[src/rtl/instr_encoder_loader.sv]
// Packs decoder fields into ARM words and streams legal ones into program memory, one word per 2 cycles.
// Holds the CPU in reset until the last word (or capacity) is written; in_ready is low while writing or done.
module instr_encoder_loader #(
  parameter logic [31:0] BASE_ADDR = 32'h0000_0000,
  parameter int          MAX_WORDS = 64
) (
  input  logic        clk,
  input  logic        reset,
  input  logic        start,
  input  logic        in_valid,
  output logic        in_ready,
  input  logic        in_last,
  input  logic [3:0]  Cond,
  input  logic [1:0]  Op,
  input  logic [5:0]  Funct,
  input  logic [3:0]  Rn,
  input  logic [3:0]  Rd,
  input  logic [11:0] Src2,
  output logic        mem_we,
  output logic [31:0] mem_adr,
  output logic [31:0] mem_wd,
  output logic        cpu_hold,
  output logic        done,
  output logic        err,
  output logic [8:0]  count
);

  typedef enum logic [1:0] {LOAD, WRITE, DONE} state_t;

  localparam logic [8:0] MAX_CNT = 9'(MAX_WORDS);

  state_t      state;
  logic        last_q;
  logic        legal;
  logic [31:0] word;
  logic [8:0]  count_inc;

  assign word      = {Cond, Op, Funct, Rn, Rd, Src2};
  assign count_inc = count + 9'd1;

  // Only encodings the multicycle decoder actually executes are let through.
  always_comb begin
    legal = 1'b0;
    case (Op)
      2'b00:   legal = (Funct[4:1] == 4'b0100) || (Funct[4:1] == 4'b0010) ||
                       (Funct[4:1] == 4'b0000) || (Funct[4:1] == 4'b1100);
      2'b01:   legal = 1'b1;
      2'b10:   legal = Funct[5];
      default: legal = 1'b0;
    endcase
  end

  always_ff @(posedge clk or negedge reset) begin
    if (!reset) begin
      state    <= LOAD;
      count    <= '0;
      err      <= 1'b0;
      cpu_hold <= 1'b1;
      done     <= 1'b0;
      mem_we   <= 1'b0;
      in_ready <= 1'b1;
      mem_adr  <= BASE_ADDR;
      mem_wd   <= '0;
      last_q   <= 1'b0;
    end else begin
      case (state)
        LOAD: begin
          if (in_valid) begin
            last_q <= in_last;
            if (legal) begin
              mem_wd   <= word;
              mem_adr  <= BASE_ADDR + {21'd0, count, 2'b00};
              mem_we   <= 1'b1;
              in_ready <= 1'b0;
              state    <= WRITE;
            end else begin
              err <= 1'b1;
              if (in_last) begin
                in_ready <= 1'b0;
                done     <= 1'b1;
                cpu_hold <= 1'b0;
                state    <= DONE;
              end
            end
          end
        end
        WRITE: begin
          mem_we <= 1'b0;
          count  <= count_inc;
          // Capacity ends the session just like an explicit last word.
          if (last_q || (count_inc == MAX_CNT)) begin
            done     <= 1'b1;
            cpu_hold <= 1'b0;
            state    <= DONE;
          end else begin
            in_ready <= 1'b1;
            state    <= LOAD;
          end
        end
        DONE: begin
          if (start) begin
            count    <= '0;
            err      <= 1'b0;
            cpu_hold <= 1'b1;
            done     <= 1'b0;
            in_ready <= 1'b1;
            state    <= LOAD;
          end
        end
        default: begin
          mem_we   <= 1'b0;
          in_ready <= 1'b1;
          state    <= LOAD;
        end
      endcase
    end
  end

endmodule

[config.mk]
export PLATFORM = sky130hd
export DESIGN_NAME = instr_encoder_loader
export DESIGN_NICKNAME = d
export VERILOG_FILES = /design/src/rtl/instr_encoder_loader.sv
export SDC_FILE = /design/constraint.sdc
export NUM_CORES = 1
export LEC_CHECK = 0
export CAP_MARGIN = 20
export CORE_ASPECT_RATIO = 1.5
export CORE_UTILIZATION = 43
export CTS_CLUSTER_DIAMETER = 100
export CTS_CLUSTER_SIZE = 12
export DETAILED_ROUTE_END_ITERATION = 6
export PLACE_DENSITY_LB_ADDON = 0.25
export SYNTH_ARGS = -nofsm -noshare
export SYNTH_HDL_FRONTEND = slang
export SYNTH_SLANG_ARGS = --single-unit
[constraint.sdc]
create_clock -name clk -period 2.6 [get_ports clk]
set_clock_uncertainty 0.15 [all_clocks]
set_input_delay 0.39 -clock clk [delete_from_list [all_inputs] [get_ports clk]]
set_output_delay 0.39 -clock clk [all_outputs]
set_load 0.02 [all_outputs]
==> results of run 1 <==
report_power, final:
group          internal (mW)  switching, mW  leakage (nW)
registers               1.21          0.205         0.716
clock network          0.461          0.313        0.0962
logic                  0.929          0.729         0.924
total                   2.60           1.25          1.74
final timing paths:
| path | end | slack, ns | depth (start not counted) |
|---|---|---|---|
| hold reg to reg | mem_adr[3] | 0.36 | 1 |
| setup / recovery | count[3] | 0.54 | 1 |
| max in group asynchronous | cpu_hold | 1.18 | 3 |
| hold / removal | mem_adr[3] | 0.36 | 1 |
| setup reg to reg | mem_wd[10] | 0.70 | 5 |
| min in group asynchronous | mem_wd[16] | 0.46 | 2 |
cells by family after synthesis:
kind of cell             count (synthesis)  share of synthesized area (%)
flip-flops                              58                           51.2
XOR/XNOR                                 1                          0.308
multiplexers                            42                           21.8
adder cells (fa/ha/maj)                  1                          0.440
buffers and inverters                   39                           10.9
AO/OA/AOI/OAI                           40                           9.16
AND/OR/NAND/NOR                         35                           6.12
other                                    1                          0.132
synth_stat cells (all sizes together):
master  count  area [um^2]
dfrtp      56         1400
mux2       41          608
buf        31          279
a21oi      14         70.1
nor2       12         45.0
inv         6         22.5
nand2       6         22.5
nand3       5         25.0
o21ai       5         25.0
a31oi       3         18.8
nor3        3         15.0
o21a        3         22.5
a211o       2         17.5
a211oi      2         15.0
a22oi       2         15.0
a311oi      2         17.5
and2        2         15.0
clkbuf      2         7.51
dfstp       2         52.6
nor2b       2         12.5
o22ai       2         12.5
a221o       1         10.0
a221oi      1         8.76
a31o        1         8.76
a41oi       1         8.76
and3b       1         8.76
and4        1         8.76
conb        1         3.75
ha          1         12.5
mux2i       1         10.0
nand4       1         6.26
nor4b       1         8.76
o311a       1         10.0
or2         1         6.26
xor2        1         8.76
final cells by class:
type                    instances  area share [%]
clock buffers                  12            3.72
well taps                      74            2.37
multi-input cells             142            29.7
repair buffers                 97            25.4
inverters                       6           0.577
flip-flops and latches         58            37.2
clock inverters                 3            1.03
stage by stage:
step / utilization [%] / cell area, um^2 / cells / hold slack [ns]
5_1_grt: 62.4 / 3910 / 392 / 0.373
3_3_place_gp: 59.2 / 3710 / 376 / 0.276
6_report: 62.4 / 3910 / 392 / 0.356
3_5_place_dp: 59.2 / 3710 / 376 / 0.290
2_1_floorplan: - / 2920 / 239 / -0.0556
4_1_cts: 62.4 / 3910 / 392 / 0.358
flip-flops by register name, summed over array words and instances (netlist names), 2 cells and up:
register / flops
mem_wd: 32
mem_adr: 9
count: 9
state: 2
cells in the final DEF (no fill, tap or decap), types with 3 or more instances in the layout:
master	count
sky130_fd_sc_hd__o21ai_0	5
sky130_fd_sc_hd__o21a_1	3
sky130_fd_sc_hd__clkbuf_8	10
sky130_fd_sc_hd__dfrtp_1	56
sky130_fd_sc_hd__nor2_1	12
sky130_fd_sc_hd__nor3_1	3
sky130_fd_sc_hd__conb_1	23
sky130_fd_sc_hd__nand3_1	5
sky130_fd_sc_hd__mux2_4	39
sky130_fd_sc_hd__inv_1	6
sky130_fd_sc_hd__a31oi_1	3
sky130_fd_sc_hd__nand2_1	6
sky130_fd_sc_hd__buf_12	3
sky130_fd_sc_hd__clkdlybuf4s50_1	90
sky130_fd_sc_hd__a21oi_1	14
layer usage:
metal / vias to the layer above / routed length (um) / global-route usage (%)
met3: 6 / 339 / 5.29
met5: - / 0 / 0
li1: 916 / - / -
met4: 0 / 89 / 7.85
met1: 963 / 2360 / 21.0
met2: 80 / 2880 / 28.6
==> results by stage, run 1 <==
Clock network:
- The H-tree generated during clock tree synthesis spans 3 levels.
- The tree built by TritonCTS fans out to 58 sinks.
- After clock tree synthesis, the clock-pin slew on the worst setup and hold paths is about 0.06 ns.
- TritonCTS built the clock tree.
- At the later pin of the worst-skew pair, clock insertion delay measures between 0.3 and 0.4 ns.
- The buffer count from post-CTS setup fixing is 0.
- The total of hold buffers inserted after clock tree synthesis is 1.
- The post-cts sizing count is 0.
- The TritonCTS buffer count is 9.
- The maximum clock insertion buffer count is 2.
- The library cell used as clock root buffer is sky130_fd_sc_hd__clkbuf_8.

Worst setup path:
- The startpoint of the worst-slack reg-to-reg timing path is state[1].
- Data on the critical path is required at its endpoint by about 2.1 ns.
- Data arrives at the worst endpoint at about 1.5 ns.
- Traced cell by cell, the critical path runs through clkdlybuf4s50_1.
- The worst-path cell with the longest stage delay is sky130_fd_sc_hd__clkdlybuf4s50_1.
- In this design, the largest share of critical-path delay is due to buffers and inverters.
- The critical path starts at count[3].
- The worst setup path is captured at a primary output.
- The worst stage delay on the critical path is roughly 0.67 ns.
- The critical path is of the reg -> out type.
- The number of buffer and inverter stages on the critical path is 1.
- STA classifies the critical path startpoint as a register.
- The critical-path maximum fanout is 12.

Timing:
- The minimum period implied by the final worst setup slack is 2.06 ns.
- The final critical path takes up 79.4% of the cycle.
- The number of failing setup endpoints in the final timing report is 0.
- For this run, the top clock speed supported by timing is ~480 MHz.
- Setup repair after global routing left no endpoint under its margin.
- Headroom to the max-slew limit came out at 58.8%.
- The final count of pins violating max slew came to 0.
- The worst path meets setup with roughly 0.54 ns of slack.
- The setup TNS is 0 ns.
- The pin slew with the least headroom to its limit is around 0.62 ns.
- The count of endpoints failing hold in the final timing report came to 0.

Floorplan:
- The total I/O pin count is 115.
- The initial utilization of the core area, before any placement, comes to between 40% and 50%.
- The standard-cell row count is 35.
- The floorplan step defined a core boundary enclosing 6260 um^2.
- The floorplan step set the die height to roughly 100 um.
- The floorplan step defined a die boundary enclosing roughly 7000 um^2.
- From left edge to right edge, the die measures a little under 70 um.

Layout:
- The layout cell share with drive strength beyond 1 is 20.4%.
- The post-synthesis to final-layout area growth is 37.5%.
- 0 antenna diodes ended up in the layout.
- The sequential cell area is 1450 um^2.
- Summing all multi-input logic gate instances after layout gives 1160 um^2.
- The number of nets in the layout is between 300 and 400.
- The layout has roughly 510 filler cells.

Placed design:
- The final HPWL from detailed placement is between 4000 and 5000 um.
- Before CTS, the worst setup slack after placement is 0.231 ns.
- The number of buffer cells added on primary ports is just over 90.
- The final weighted congestion in routability-driven placement is around 0.75.

Synthesis:
- The number of different library cells used by synthesis comes to 40.
- Of the synthesized area, sequential elements account for 51.2%.
- Dividing the synthesized area by the synthesized cell count gives 13.1 um^2.
- During synthesis, Yosys emitted a total of 0 warnings.
- In this run the cell area of the synthesized design comes to approximately 2800 um^2.
- The cell count after synthesis came out at between 200 and 250.
- In this run, synthesis produced a sequential element count of between 50 and 60.

Global route:
- After global routing the overflow that remains totals 0.
- The number of global-route vias before repair is roughly 1900.
- The first-pass GRT wire length is slightly below 9000 um.
- Entering global routing, the biggest net connects 33 pins.
- The initial antenna violation count is 0.
- The global-route usage over all layers is between 10% and 20%.

Power and ir drop:
- The design draws around 3.8 mW.
- The leakage power is about 1.7 nW.
- The power per cell area is approximately 980 nW/um^2.
- The peak supply drop is about 530 uV.

Drt:
- After detailed routing, the number of remaining DRC violations is 0.
- The post-detailed-routing wire length is 5660 um.
- The number of detailed-route iterations in the first pass is 4.
- The detail route stage leaves a number of antenna-violating nets equal to 0.
- The starting DRC count in detailed routing is 78.
- In the routed layout, each cell is associated on average with a via count of between 5 and 6.
- After detailed routing, the average wire length per cell comes to between 10 and 15 um.
- The final route contains 1965 vias.

Outcome:
- The flow ran to the end, and the final reports show no timing, DRC or antenna violations.

Worst hold path:
- The worst min-delay path category is reg -> reg.
- The hold path startpoint is mem_adr[3].

Run:
- Max-cap violations in this run came to 0.
No activity file was read; power rests on OpenSTA's default activity.
==> run 2: changes to the inputs <==
==> constraint.sdc (replaced) <==
create_clock -name clk -period 2.04 [get_ports clk]
set_clock_uncertainty 0.15 [all_clocks]
set_input_delay 0.306 -clock clk [delete_from_list [all_inputs] [get_ports clk]]
set_output_delay 0.306 -clock clk [all_outputs]
set_load 0.02 [all_outputs]
==> run 2 against run 1 <==
  * Wire length up 3.2%
  * Hold slack got worse by 0.0048 ns
  * Highest routed layer unchanged
  * Power is 31% higher
  * Final cell count grew 3.1%
  * Core utilization rose by 1.8 points
  * Sequential power rose by 26%
==> results by stage, run 2 (synthesis gave the netlist of run 1 again) <==
Outcome:
- The flow ran to the end, and the final reports show no timing, DRC or antenna violations.

Drt:
- Wires add up to approximately 5800 um.
- The first routing iteration left 74 violations.
- The number of detailed-route iterations in the first pass is 4.
- After detailed routing, the number of vias per cell comes to slightly below 5.
- The detailed router placed 1998 vias in this run.
- The count of nets left with antenna violations once routing finished came out at 0.
- After detailed routing, the number of remaining DRC violations is 0.
- Dividing the detail-routed wire length by the instance count gives 14.5 um.

Clock network:
- The number of sinks driven by the clock tree is 58.
- The CTS clock-pin slew for the worst setup and hold paths is 0.07 ns.
- The library cell used as clock root buffer is sky130_fd_sc_hd__clkbuf_8.
- In this run the number of H-tree levels came out at 3.
- Buffers inserted during clock tree synthesis total 9.
- The longest clock path from root to sink contains 2 buffers.
- Post-CTS timing repair inserted 0 buffers for setup.
- The source-to-sink clock delay at the later pin of the worst-skew pair is approximately 0.33 ns.
- TritonCTS built the clock tree.

Timing:
- The setup TNS is 0 ns.
- The count of endpoints failing hold in the final timing report is 0.
- After layout, the worst setup slack is about 0.09 ns.
- The hold slack is approximately 0.35 ns.
- The final count of pins violating max slew is 0.
- Setup violations remaining at the end of the flow were counted as 0.
- The minimum period implied by the final worst setup slack is 1.95 ns.
- For this run, the top clock speed supported by timing is around 510 MHz.
- The share of the clock period used by the worst path after layout is a little over nine tenths.
- Setup repair after global routing left no endpoint under its margin.

Layout:
- The final standard cell count with taps included and fillers excluded is approximately 400.
- The register with the most flip-flops is mem_wd.
- The area of all placed cells without fillers is ~4000 um^2.
- After filler insertion, the fill cell instance count of the layout stands at ~530.
- Leaving out fill and tap cells, the most frequent cell in the layout is sky130_fd_sc_hd__clkdlybuf4s50_1.
- The library cells used most frequently in the layout, excluding fill and tap cells, are 88 x sky130_fd_sc_hd__clkdlybuf4s50_1, 56 x sky130_fd_sc_hd__dfrtp_1, 39 x sky130_fd_sc_hd__mux2_4.
- The largest registers in the layout are mem_wd: 32 flops, count: 9 flops, mem_adr: 9 flops.
- The area occupied by multi-input gates is approximately 1200 um^2.
- The post-synthesis to final-layout area growth is 41.5%.
- The number of diodes added for antenna fixing is 0.
- Of the cells placed in the final design, the portion with a size suffix greater than 1 is about a quarter.
- The sequential cell area is approximately 1500 um^2.
- The number of nets in the layout is 364.
- The flip-flop count of the largest register after layout is 32.

Placed design:
- Routability-driven placement finished with a final weighted congestion of approximately 0.8.
- At the placement stage, the worst setup path has a slack of -0.182 ns.
- After detailed placement, the design holds a cell count of 388.
- Summing all placed instances gives a cell area of 3800 um^2.
- The wire-length estimate of the detail-placed layout is ~4200 um.
- Port buffering added 91 buffers.

Worst setup path:
- On the critical path the largest part of the delay comes from buffers and inverters.
- For this design, the slowest cell found on the critical path is sky130_fd_sc_hd__clkdlybuf4s50_1.
- The most critical setup path has its startpoint at count[4].
- In this run the worst path has a maximum fanout of 10.
- The critical path startpoint category is a register.
- The signal on the critical path passes through clkdlybuf4s50_1.
- The worst setup path category is reg -> out.
- The nature of the critical path endpoint is a primary output.
- The startpoint of the worst-slack reg-to-reg timing path is count[1].
- The number of buffers and inverters on the critical path is 1.
- At the worst endpoint, the arrival time is 1.49 ns.
- Data on the critical path is required at its endpoint by between 1.5 and 2 ns.
- The worst stage delay on the critical path is about 0.66 ns.

Floorplan:
- The initial standard-cell utilization of the core is a little under half.
- The standard-cell row count is 35.
- The total area inside the core boundary comes to ~6300 um^2.
- In this run the horizontal extent of the chip is about 70 um.
- The total I/O pin count is ~120.
- The die area is roughly 6900 um^2.
- From bottom edge to top edge, the die measures just over 100 um.

Power and ir drop:
- Summed over all cells, the static leakage comes to approximately 1.8 nW.
- VDD sags by at most just under 800 uV.
- Dividing total power by cell area gives a power density of about 1300 nW/um^2.

Global route:
- The first global-routing pass estimated slightly above 9000 um of wire.
- The number of global-route vias before repair came to a little over 2000.
- The largest net degree at the start of global routing is 59.
- The initial antenna violation count came to 0.
- The global-route usage over all layers is around 19%.
- Global routing finished with a remaining overflow of 0.

Run:
- The total of max-cap violations is 0.

Worst hold path:
- The tightest min-delay check is of the in -> async type.
-- run 2: worst paths after layout --
check                              to  slack (ns)  cells after the start
max                          count[4]        0.09                      1
max in group asynchronous    cpu_hold        1.08                      3
max reg2reg                      done        0.19                      5
min                        mem_wd[19]        0.35                      3
min reg2reg                    mem_we        0.35                      2
min in group clk               mem_we        0.35                      2
-- run 2: stage by stage --
step	total power, mW	utilization, %
after floorplan	3.02	-
after global placement	3.95	60.7
after detailed placement	3.99	60.7
after CTS	5.10	64.1
after global routing	5.33	64.2
final	5.04	64.2
-- run 2: layout make-up --
type | count | area share (%)
Timing Repair Buffer | 109 | 27.0
Multi-Input combinational cell | 142 | 28.9
Clock buffer | 13 | 4.20
Sequential cell | 58 | 36.2
Inverter | 6 | 0.560
Tap cell | 74 | 2.30
Clock inverter | 2 | 0.872
-- run 2: layer usage --
layer / vias up / GRT usage, % / share of wire [%]
met5: - / 0 / 0
met4: 0 / 11.1 / 3.0
met3: 14 / 4.50 / 5.8
met2: 84 / 30.7 / 51
met1: 960 / 20.9 / 40
li1: 940 / - / -
-- run 2: repair_timing --
item	in CTS	in global routing
resized for setup	0	2
endpoints found under the setup margin	0	2
hold endpoints to repair	56	0
hold buffers	1	0
-- run 2: power breakdown --
| group | switching, mW | total, mW | internal, mW |
|---|---|---|---|
| clock network | 0.415 | 1.07 | 0.656 |
| registers | 0.235 | 1.78 | 1.54 |
| logic | 0.968 | 2.19 | 1.22 |
==> run 3: changes to the inputs <==
--- a/config.mk
+++ b/config.mk
@@ -9,7 +9,7 @@
 export CORE_ASPECT_RATIO = 1.5
 export CORE_UTILIZATION = 43
 export CTS_CLUSTER_DIAMETER = 100
-export CTS_CLUSTER_SIZE = 12
+export CTS_CLUSTER_SIZE = 30
 export DETAILED_ROUTE_END_ITERATION = 6
 export PLACE_DENSITY_LB_ADDON = 0.25
 export SYNTH_ARGS = -nofsm -noshare
==> results of run 3 <==
Final layout, timing and power as in run 2 (identical DEF).
